[src/rtl/spi_txn_arbiter.sv]
// spi_txn_arbiter
//
// Round-robin arbiter and transaction sequencer that shares one byte-level
// spi_master among NUM_REQ requesters. One requester owns the bus at a time.
// The owner keeps a transaction-level chip select low for its whole burst.
// Each byte is launched with a one-cycle start pulse, and every received byte
// is returned to the owner. An idle gap is enforced between transactions.
//
// Optional feature: define SPI_ARB_TIMEOUT_EN to build a per-byte watchdog.
// If TIMEOUT_CYCLES pass in WAIT without spi_done, the burst is aborted with
// txn_err. Without the macro txn_err is always 0 and WAIT waits forever.
//
// Ports:
//   clk, rst_n    clock, asynchronous active-low reset
//   req_valid     per-requester request, held until its txn_done
//   req_len       per-requester byte count minus one (LEN_W bits per slice)
//   req_wdata     per-requester current byte to send (8 bits per slice)
//   grant         one-hot current owner, zero when idle
//   wdata_ack     pulse: owner's byte captured, present the next one
//   rdata         last received byte
//   rdata_valid   pulse to owner: rdata is valid
//   txn_done      pulse to owner at end of burst
//   txn_err       pulse to owner on watchdog abort
//   cs_n          transaction chip select, active low
//   spi_start     one-cycle start to spi_master
//   spi_wdata     byte to spi_master
//   spi_rdata     byte from spi_master
//   spi_done      byte complete from spi_master
module spi_txn_arbiter #(
    parameter int unsigned NUM_REQ        = 2,
    parameter int unsigned LEN_W          = 4,
    parameter int unsigned GAP_CYCLES     = 2,
    parameter int unsigned TIMEOUT_CYCLES = 255
) (
    input  logic                     clk,
    input  logic                     rst_n,
    input  logic [NUM_REQ-1:0]       req_valid,
    input  logic [NUM_REQ*LEN_W-1:0] req_len,
    input  logic [NUM_REQ*8-1:0]     req_wdata,
    output logic [NUM_REQ-1:0]       grant,
    output logic [NUM_REQ-1:0]       wdata_ack,
    output logic [7:0]               rdata,
    output logic [NUM_REQ-1:0]       rdata_valid,
    output logic [NUM_REQ-1:0]       txn_done,
    output logic [NUM_REQ-1:0]       txn_err,
    output logic                     cs_n,
    output logic                     spi_start,
    output logic [7:0]               spi_wdata,
    input  logic [7:0]               spi_rdata,
    input  logic                     spi_done
);

    localparam int unsigned IDX_W = (NUM_REQ > 1) ? $clog2(NUM_REQ) : 1;
    // The gap counter holds GAP_CYCLES-1 down to 0.
    localparam int unsigned GAP_W = (GAP_CYCLES > 1) ? $clog2(GAP_CYCLES) : 1;

    // Encoding values outside the four states fall back to StIdle.
    typedef enum logic [2:0] {
        StIdle = 3'b000,
        StLoad = 3'b001,
        StWait = 3'b010,
        StGap  = 3'b100
    } state_e;

    state_e               state_q, state_d;
    logic [IDX_W-1:0]     ptr_q, ptr_d;
    logic [LEN_W-1:0]     cnt_q, cnt_d;
    logic [GAP_W-1:0]     gap_q, gap_d;
    logic [NUM_REQ-1:0]   grant_q, grant_d;
    logic [NUM_REQ-1:0]   wdata_ack_q, wdata_ack_d;
    logic [7:0]           rdata_q, rdata_d;
    logic [NUM_REQ-1:0]   rdata_valid_q, rdata_valid_d;
    logic [NUM_REQ-1:0]   txn_done_q, txn_done_d;
    logic [NUM_REQ-1:0]   txn_err_q, txn_err_d;
    logic                 cs_n_q, cs_n_d;
    logic                 spi_start_q, spi_start_d;
    logic [7:0]           spi_wdata_q, spi_wdata_d;

    logic                 pick_found;
    logic [IDX_W-1:0]     pick_idx;
    logic [IDX_W-1:0]     scan_idx;
    logic [LEN_W-1:0]     pick_len;
    logic [7:0]           own_wdata;
    logic                 byte_done;

`ifdef SPI_ARB_TIMEOUT_EN
    localparam int unsigned TMO_W = (TIMEOUT_CYCLES > 1) ? $clog2(TIMEOUT_CYCLES) : 1;
    logic [TMO_W-1:0]     tmo_q, tmo_d;
`else
    logic                 unused_timeout;
    assign unused_timeout = ^TIMEOUT_CYCLES;
`endif

    // Round-robin scan starting one past the last winner, with wrap.
    always_comb begin
        pick_found = 1'b0;
        pick_idx   = '0;
        scan_idx   = '0;
        for (int k = 1; k <= int'(NUM_REQ); k++) begin
            scan_idx = IDX_W'((int'(ptr_q) + k) % int'(NUM_REQ));
            if (!pick_found && req_valid[scan_idx]) begin
                pick_found = 1'b1;
                pick_idx   = scan_idx;
            end
        end
    end

    // Slice muxes: length of the candidate, write byte of the current owner.
    always_comb begin
        pick_len  = '0;
        own_wdata = '0;
        for (int i = 0; i < int'(NUM_REQ); i++) begin
            if (pick_idx == IDX_W'(i)) begin
                pick_len = req_len[i*LEN_W +: LEN_W];
            end
            if (grant_q[i]) begin
                own_wdata = req_wdata[i*8 +: 8];
            end
        end
    end

    // A done seen while our own start pulse is still high belongs to an
    // earlier byte and is dropped.
    assign byte_done = spi_done && !spi_start_q;

    always_comb begin
        state_d       = state_q;
        ptr_d         = ptr_q;
        cnt_d         = cnt_q;
        gap_d         = gap_q;
        grant_d       = grant_q;
        wdata_ack_d   = '0;
        rdata_d       = rdata_q;
        rdata_valid_d = '0;
        txn_done_d    = '0;
        txn_err_d     = '0;
        cs_n_d        = cs_n_q;
        spi_start_d   = 1'b0;
        spi_wdata_d   = spi_wdata_q;
`ifdef SPI_ARB_TIMEOUT_EN
        tmo_d         = tmo_q;
`endif
        case (state_q)
            StIdle: begin
                if (pick_found) begin
                    for (int i = 0; i < int'(NUM_REQ); i++) begin
                        grant_d[i] = (pick_idx == IDX_W'(i));
                    end
                    cs_n_d  = 1'b0;
                    cnt_d   = pick_len;
                    ptr_d   = pick_idx;
                    state_d = StLoad;
                end
            end
            StLoad: begin
                spi_start_d = 1'b1;
                spi_wdata_d = own_wdata;
                wdata_ack_d = grant_q;
`ifdef SPI_ARB_TIMEOUT_EN
                tmo_d       = '0;
`endif
                state_d     = StWait;
            end
            StWait: begin
                if (byte_done) begin
                    rdata_d       = spi_rdata;
                    rdata_valid_d = grant_q;
                    if (cnt_q == '0) begin
                        txn_done_d = grant_q;
                        grant_d    = '0;
                        cs_n_d     = 1'b1;
                        gap_d      = GAP_W'(GAP_CYCLES - 1);
                        state_d    = StGap;
                    end else begin
                        cnt_d   = cnt_q - LEN_W'(1);
                        state_d = StLoad;
                    end
                end
`ifdef SPI_ARB_TIMEOUT_EN
                else if (tmo_q == TMO_W'(TIMEOUT_CYCLES - 1)) begin
                    txn_err_d = grant_q;
                    grant_d   = '0;
                    cs_n_d    = 1'b1;
                    gap_d     = GAP_W'(GAP_CYCLES - 1);
                    state_d   = StGap;
                end else begin
                    tmo_d = tmo_q + TMO_W'(1);
                end
`endif
            end
            StGap: begin
                if (gap_q == '0) begin
                    state_d = StIdle;
                end else begin
                    gap_d = gap_q - GAP_W'(1);
                end
            end
            default: begin
                grant_d = '0;
                cs_n_d  = 1'b1;
                state_d = StIdle;
            end
        endcase
    end

    always_ff @(posedge clk or negedge rst_n) begin
        if (!rst_n) begin
            state_q       <= StIdle;
            ptr_q         <= IDX_W'(NUM_REQ - 1);
            cnt_q         <= '0;
            gap_q         <= '0;
            grant_q       <= '0;
            wdata_ack_q   <= '0;
            rdata_q       <= '0;
            rdata_valid_q <= '0;
            txn_done_q    <= '0;
            txn_err_q     <= '0;
            cs_n_q        <= 1'b1;
            spi_start_q   <= 1'b0;
            spi_wdata_q   <= '0;
`ifdef SPI_ARB_TIMEOUT_EN
            tmo_q         <= '0;
`endif
        end else begin
            state_q       <= state_d;
            ptr_q         <= ptr_d;
            cnt_q         <= cnt_d;
            gap_q         <= gap_d;
            grant_q       <= grant_d;
            wdata_ack_q   <= wdata_ack_d;
            rdata_q       <= rdata_d;
            rdata_valid_q <= rdata_valid_d;
            txn_done_q    <= txn_done_d;
            txn_err_q     <= txn_err_d;
            cs_n_q        <= cs_n_d;
            spi_start_q   <= spi_start_d;
            spi_wdata_q   <= spi_wdata_d;
`ifdef SPI_ARB_TIMEOUT_EN
            tmo_q         <= tmo_d;
`endif
        end
    end

    assign grant       = grant_q;
    assign wdata_ack   = wdata_ack_q;
    assign rdata       = rdata_q;
    assign rdata_valid = rdata_valid_q;
    assign txn_done    = txn_done_q;
    assign txn_err     = txn_err_q;
    assign cs_n        = cs_n_q;
    assign spi_start   = spi_start_q;
    assign spi_wdata   = spi_wdata_q;

endmodule
[config.mk]
export PLATFORM = sky130hd
export DESIGN_NAME = spi_txn_arbiter
export DESIGN_NICKNAME = d
export VERILOG_FILES = /design/src/rtl/spi_txn_arbiter.sv
export SDC_FILE = /design/constraint.sdc
export NUM_CORES = 1
export LEC_CHECK = 0
export ABC_AREA = 1
export ABC_CLOCK_PERIOD_IN_PS = 2530
export BUFFER_PORTS_ARGS = -buffer_cell sky130_fd_sc_hd__buf_4
export CAP_MARGIN = 15
export CORE_MARGIN = 3
export CORE_UTILIZATION = 51
export DETAILED_ROUTE_END_ITERATION = 8
export GPL_TIMING_DRIVEN = 0
export HOLD_SLACK_MARGIN = 0.08
export PLACE_DENSITY = 0.88
export SKIP_LAST_GASP = 1
export SLEW_MARGIN = 10
export SYNTH_ARGS = -nofsm -noshare
export SYNTH_HDL_FRONTEND = slang
export SYNTH_SLANG_ARGS = --single-unit
export TNS_END_PERCENT = 1
[constraint.sdc]
create_clock -name clk -period 2.53 [get_ports clk]
set_input_delay 0.6325 -clock clk [delete_from_list [all_inputs] [get_ports clk]]
set_output_delay 0.6325 -clock clk [all_outputs]
set_load 0.01 [all_outputs]
Word-level counts from Yosys, hierarchy flattened

Index checks and enable logic that the tools add are counted.

Flip-flop bits (word level): 35
Input bits: 37
Output and inout bits: 28
Word-level logic and storage cells: 80

Add/subtract/negate cells: 4
$lt $le $gt $ge: 2
Equal/unequal tests: 8
Mux-type cells: 37
Bitwise gates (word level): 2
Reduce and logical (&&, ||, !) cells: 15

Operator list:

| kind                                                                  | count |
|---|---|
| 2-bit 2-to-1 mux                                                      | 9 |
| 4-bit 2-to-1 mux                                                      | 4 |
| 8-bit 2-to-1 mux                                                      | 2 |
| 1-bit 2-to-1 mux                                                      | 13 |
| 3-bit 2-to-1 mux                                                      | 4 |
| 3-bit one-hot mux with 4 select lines                                 | 1 |
| 2-bit != test, second input constant                                  | 5 |
| 4-bit one-hot mux with 2 select lines                                 | 1 |
| 4-bit AND reduction                                                   | 2 |
| 2-bit one-hot mux with 3 select lines                                 | 1 |
| 3-bit AND reduction                                                   | 2 |
| 4-bit zero test                                                       | 1 |
| 1-bit by 2-bit < comparator with 1-bit output, second input constant  | 2 |
| 2-bit AND reduction                                                   | 2 |
| 2-bit nonzero test                                                    | 2 |
| 4-bit by 1-bit subtractor with 4-bit output, second input constant    | 1 |
| 3-bit by 1-bit equality test with 1-bit output, second input constant | 1 |
| 3-bit by 2-bit equality test with 1-bit output, second input constant | 1 |
| 3-bit equality test, second input constant                            | 1 |
| 3-bit zero test                                                       | 1 |
| 1-bit one-hot mux with 3 select lines                                 | 1 |
| 1-bit adder, second input constant                                    | 2 |
| 1-bit logical AND                                                     | 2 |
| 1-bit zero test                                                       | 2 |
| 4 further kinds                                                       | 5 |

Longest topological paths before layout

Depth in word-level cells: 10
Depth in mapped cells: 9
Mapped depth without buffers: 9

Least setup slack after synthesis

No wires, ideal clock.

Kind: flip-flop to flip-flop
From: register cnt_q[0]
To: register grant_q[1], in the netlist grant[1]
Setup time: 0.118 ns
Arrival: 1.118 ns
Required time: 2.412 ns
Slack: 1.294 ns
Cell stages (with the launch flop): 10
Path buffers: 0
Path through: dfrtp_1 -> inv_1 -> ha_1 -> nand2_1 -> nor2_1 -> nor2_1 -> nor2_2 -> nand2_2 -> nand2_1 -> nand2_1

Word-level cells in the longest chain between the ends: 3

Ends and longest elaborated chain:

| element                              | RTL line | RTL |
|---|---|---|
| start, declared                      | 67       | `logic [LEN_W-1:0] cnt_q, cnt_d;` |
| start signal, assigned               | 227      | `cnt_q <= cnt_d;` |
| 4-bit zero test                      | 168      | `if (cnt_q == '0) begin` |
| 2-bit != test (no source line)       | -        |  |
| 4-bit AND reduction (no source line) | -        |  |
| end signal, assigned                 | 229      | `grant_q <= grant_d;` |
| end, declared                        | 69       | `logic [NUM_REQ-1:0] grant_q, grant_d;` |

No other way between the ends.
A chain may end at the register's enable or synchronous reset.

Worst setup path in the final report

From: register cs_n_q, in the netlist cs_n
To: output cs_n

RTL lines:

| element                | RTL line | RTL |
|---|---|---|
| start, declared        | 75       | `logic cs_n_q, cs_n_d;` |
| start signal, assigned | 235      | `cs_n_q <= cs_n_d;` |
| end, declared          | 46       | `output logic cs_n,` |

No word-level cell between the ends.

==> flow_summary.toml <==
[clock_tree]
clockRootBuffer = "clkbuf_4"
htreeDepth = 2
post_cts_buffers = 0
hold_buffers = 0
clock_latency_ps = 340
cts_tree = "done"
clock_sinks = 35
cts_buffers = 5
clockBufferDepth = 2
clk_pin_slew_worst_paths_ps = 100
cts_resized = 0

[die]
coreArea_sq_um = 3078
die_y_um = 63.04
floorplan.rows = 20
start_util = 0.5390
ios = 65
dieArea_sq_um = 3973
die_width_um = 63.04

[sta]
hold_slack_ps = 221.7
finalMaxSlewViolations = 0
worst_slew_pin_slew_ps = 512.4
fin_crit_sh = 0.6450
finalSetupViolations = 0
fmax_ghz = 0.6128
rsz0062_at_grt = "no"
final.setup.tns_ps = 0
hold_viol_final = 0
fin_skew_ps = 4.794
final_period_minus_worst_setup_slack_ps = 1632
slew_headroom = 0.6571

[critical_path]
critPathCaptureType = "output pin"
max_stage_delay_ps = 540
critPathKind = "reg2out"
path_buf_inv = 1
path_cells = "buf_4"
slowest_stage = "dfstp_2"
critical-path-top-delay-family = "flip-flops"
critical_path_arrival_ps = 1000
critPathLaunchType = "flop"
worstPathMaxFanout = 2
required_ps = 1900
reg2reg_slack_ps = 1130

[cells_and_area]
antenna_cells = 0
nets = 303
fin_area_sq_um = 2233
final_util = 0.7256
drive_gt1_frac = 0.3459
area_growth_pct = 34.62

[grt]
gr-usage-met2 = 0.3373
grt_use_total = 0.1939
grt_first_pass_wirelength_mm = 6.037
grt_max_degree = 36
grt_pass1_vias = 1414
gr-usage-met1 = 0.2272
busiest_layer = "met2"
grtUsageMet3 = 0.03957
antenna_found_initial = 0
grt_overflow = 0

[logic_synthesis]
synth_seq_cells = 35
yosysTopAreaCell = "dfrtp_1"
postSynthCellCount = 195
synth_warnings = 0
syn_area_sq_um = 1659
synth.avg_cell_area_sq_um = 8.508
synth_seq_area_share = 0.5294
yosysUniqueCellTypes = 25
yosysTopAreaCellShare = 0.4977
synthTopCellsByArea = "dfrtp_1, nand2_1, nand3_1"

[flow_run]
drv_cap = 0

[outcome]
status = "finished clean"

[power_and_ir_drop]
finalPower_mw = 2.500
p_leak_nw = 1.235
vdd_drop_max_mv = 0.5825
p_per_area_nw_per_um2 = 1119

[placed_design]
numPortBuffers = 62
gp_congestion = 0.7674
placed_area_sq_um = 2183
place.detailed.hpwl_mm = 2.759

[drt]
firstDrtPassIters = 4
vias_per_cell = 4.797
wirelength_mm = 3.603
wire_per_inst_um = 11.62
drtIter0Drc = 60
ant_nets = 0
vias = 1487
remaining_drc_errors = 0

[hold_path]
hold_path.class = "in2async"
==> metal layers <==
metal / up-vias / routed length [um]
li1: 756 / -
met1: 681 / 1492
met4: 0 / 73
met2: 43 / 1846
met5: - / 0
met3: 7 / 190
==> power breakdown <==
| part | total, mW | internal (mW) | switching (mW) |
|---|---|---|---|
| Combinational | 1.27 | 0.541 | 0.732 |
| Sequential | 0.942 | 0.798 | 0.144 |
| Clock | 0.285 | 0.108 | 0.177 |
==> layout by cell type, fill, tap and decap left out, drive strengths merged, types with 2 or more instances in the layout <==
cell,instances
clkbuf,8
clkinv,2
conb,2
nand2,72
nand3,20
buf,67
nand3b,4
a22oi,8
o21ai,10
dfstp,2
inv,17
nor2,16
dfrtp,33
==> flip-flops by register name, indices dropped and copies added, names as in the netlist, 2 cells and up <==
| register | cells |
|---|---|
| cnt_q | 4 |
| grant | 2 |
| rdata | 8 |
| rdata_valid | 2 |
| spi_wdata | 8 |
| state_q | 3 |
| txn_done | 2 |
| wdata_ack | 2 |
==> per-stage QoR <==
step | setup WS, ps | instances
floorplan | 1294 | 196
global placement | 1077 | 302
detailed placement | 1048 | 302
CTS | 892.4 | 310
global route | 858.3 | 310
finish | 898.2 | 310
==> path summary, 6_finish.rpt <==
path	startpoint	cells past startpoint	end
worst max-delay path	cs_n	1	cs_n
worst min-delay path	rst_n	1	rdata[5]
worst max register to register	cnt_q[0]	9	grant[1]
worst min register to register	cs_n	2	cs_n
max in group asynchronous	rst_n	1	ptr_q
min in group clk	cs_n	2	cs_n
==> layout make-up <==
class | count | area [sq um]
Inverter | 18 | 72.57
Timing Repair Buffer | 62 | 465.4
Buffer | 6 | 40.04
Fill cell | 254 | 844.6
Clock inverter | 1 | 5.005
Multi-Input combinational cell | 137 | 671.9
Clock buffer | 7 | 45.04
Sequential cell | 35 | 878.3
Tap cell | 44 | 55.05
==> cell families (layout without fill, tap and decap cells) <==
logic type / after synthesis / in the layout / synth area share
simple gates: 113 / 113 / 0.3069
flops: 35 / 35 / 0.5294
buf+inv: 24 / 94 / 0.06787
compound gates: 20 / 20 / 0.08070
fa+ha+maj: 1 / 1 / 0.007540
other cells: 1 / 2 / 0.002260
xor+xnor: 1 / 1 / 0.005280
==> synth_stat cells <==
cell type	n
nand2_1	65
dfrtp_1	33
nand3_1	20
inv_1	13
nor2_1	12
o21ai_1	10
a22oi_1	8
nand2_2	5
inv_2	4
nand3b_1	4
nor2_2	3
buf_2	2
buf_4	2
dfstp_2	2
nand2_4	2
a21boi_1	1
a21oi_4	1
buf_6	1
clkbuf_1	1
clkinv_4	1
conb_1	1
ha_1	1
nor2_4	1
or2_1	1
xor2_1	1
Note: power is estimated with default switching activity, not from simulation.
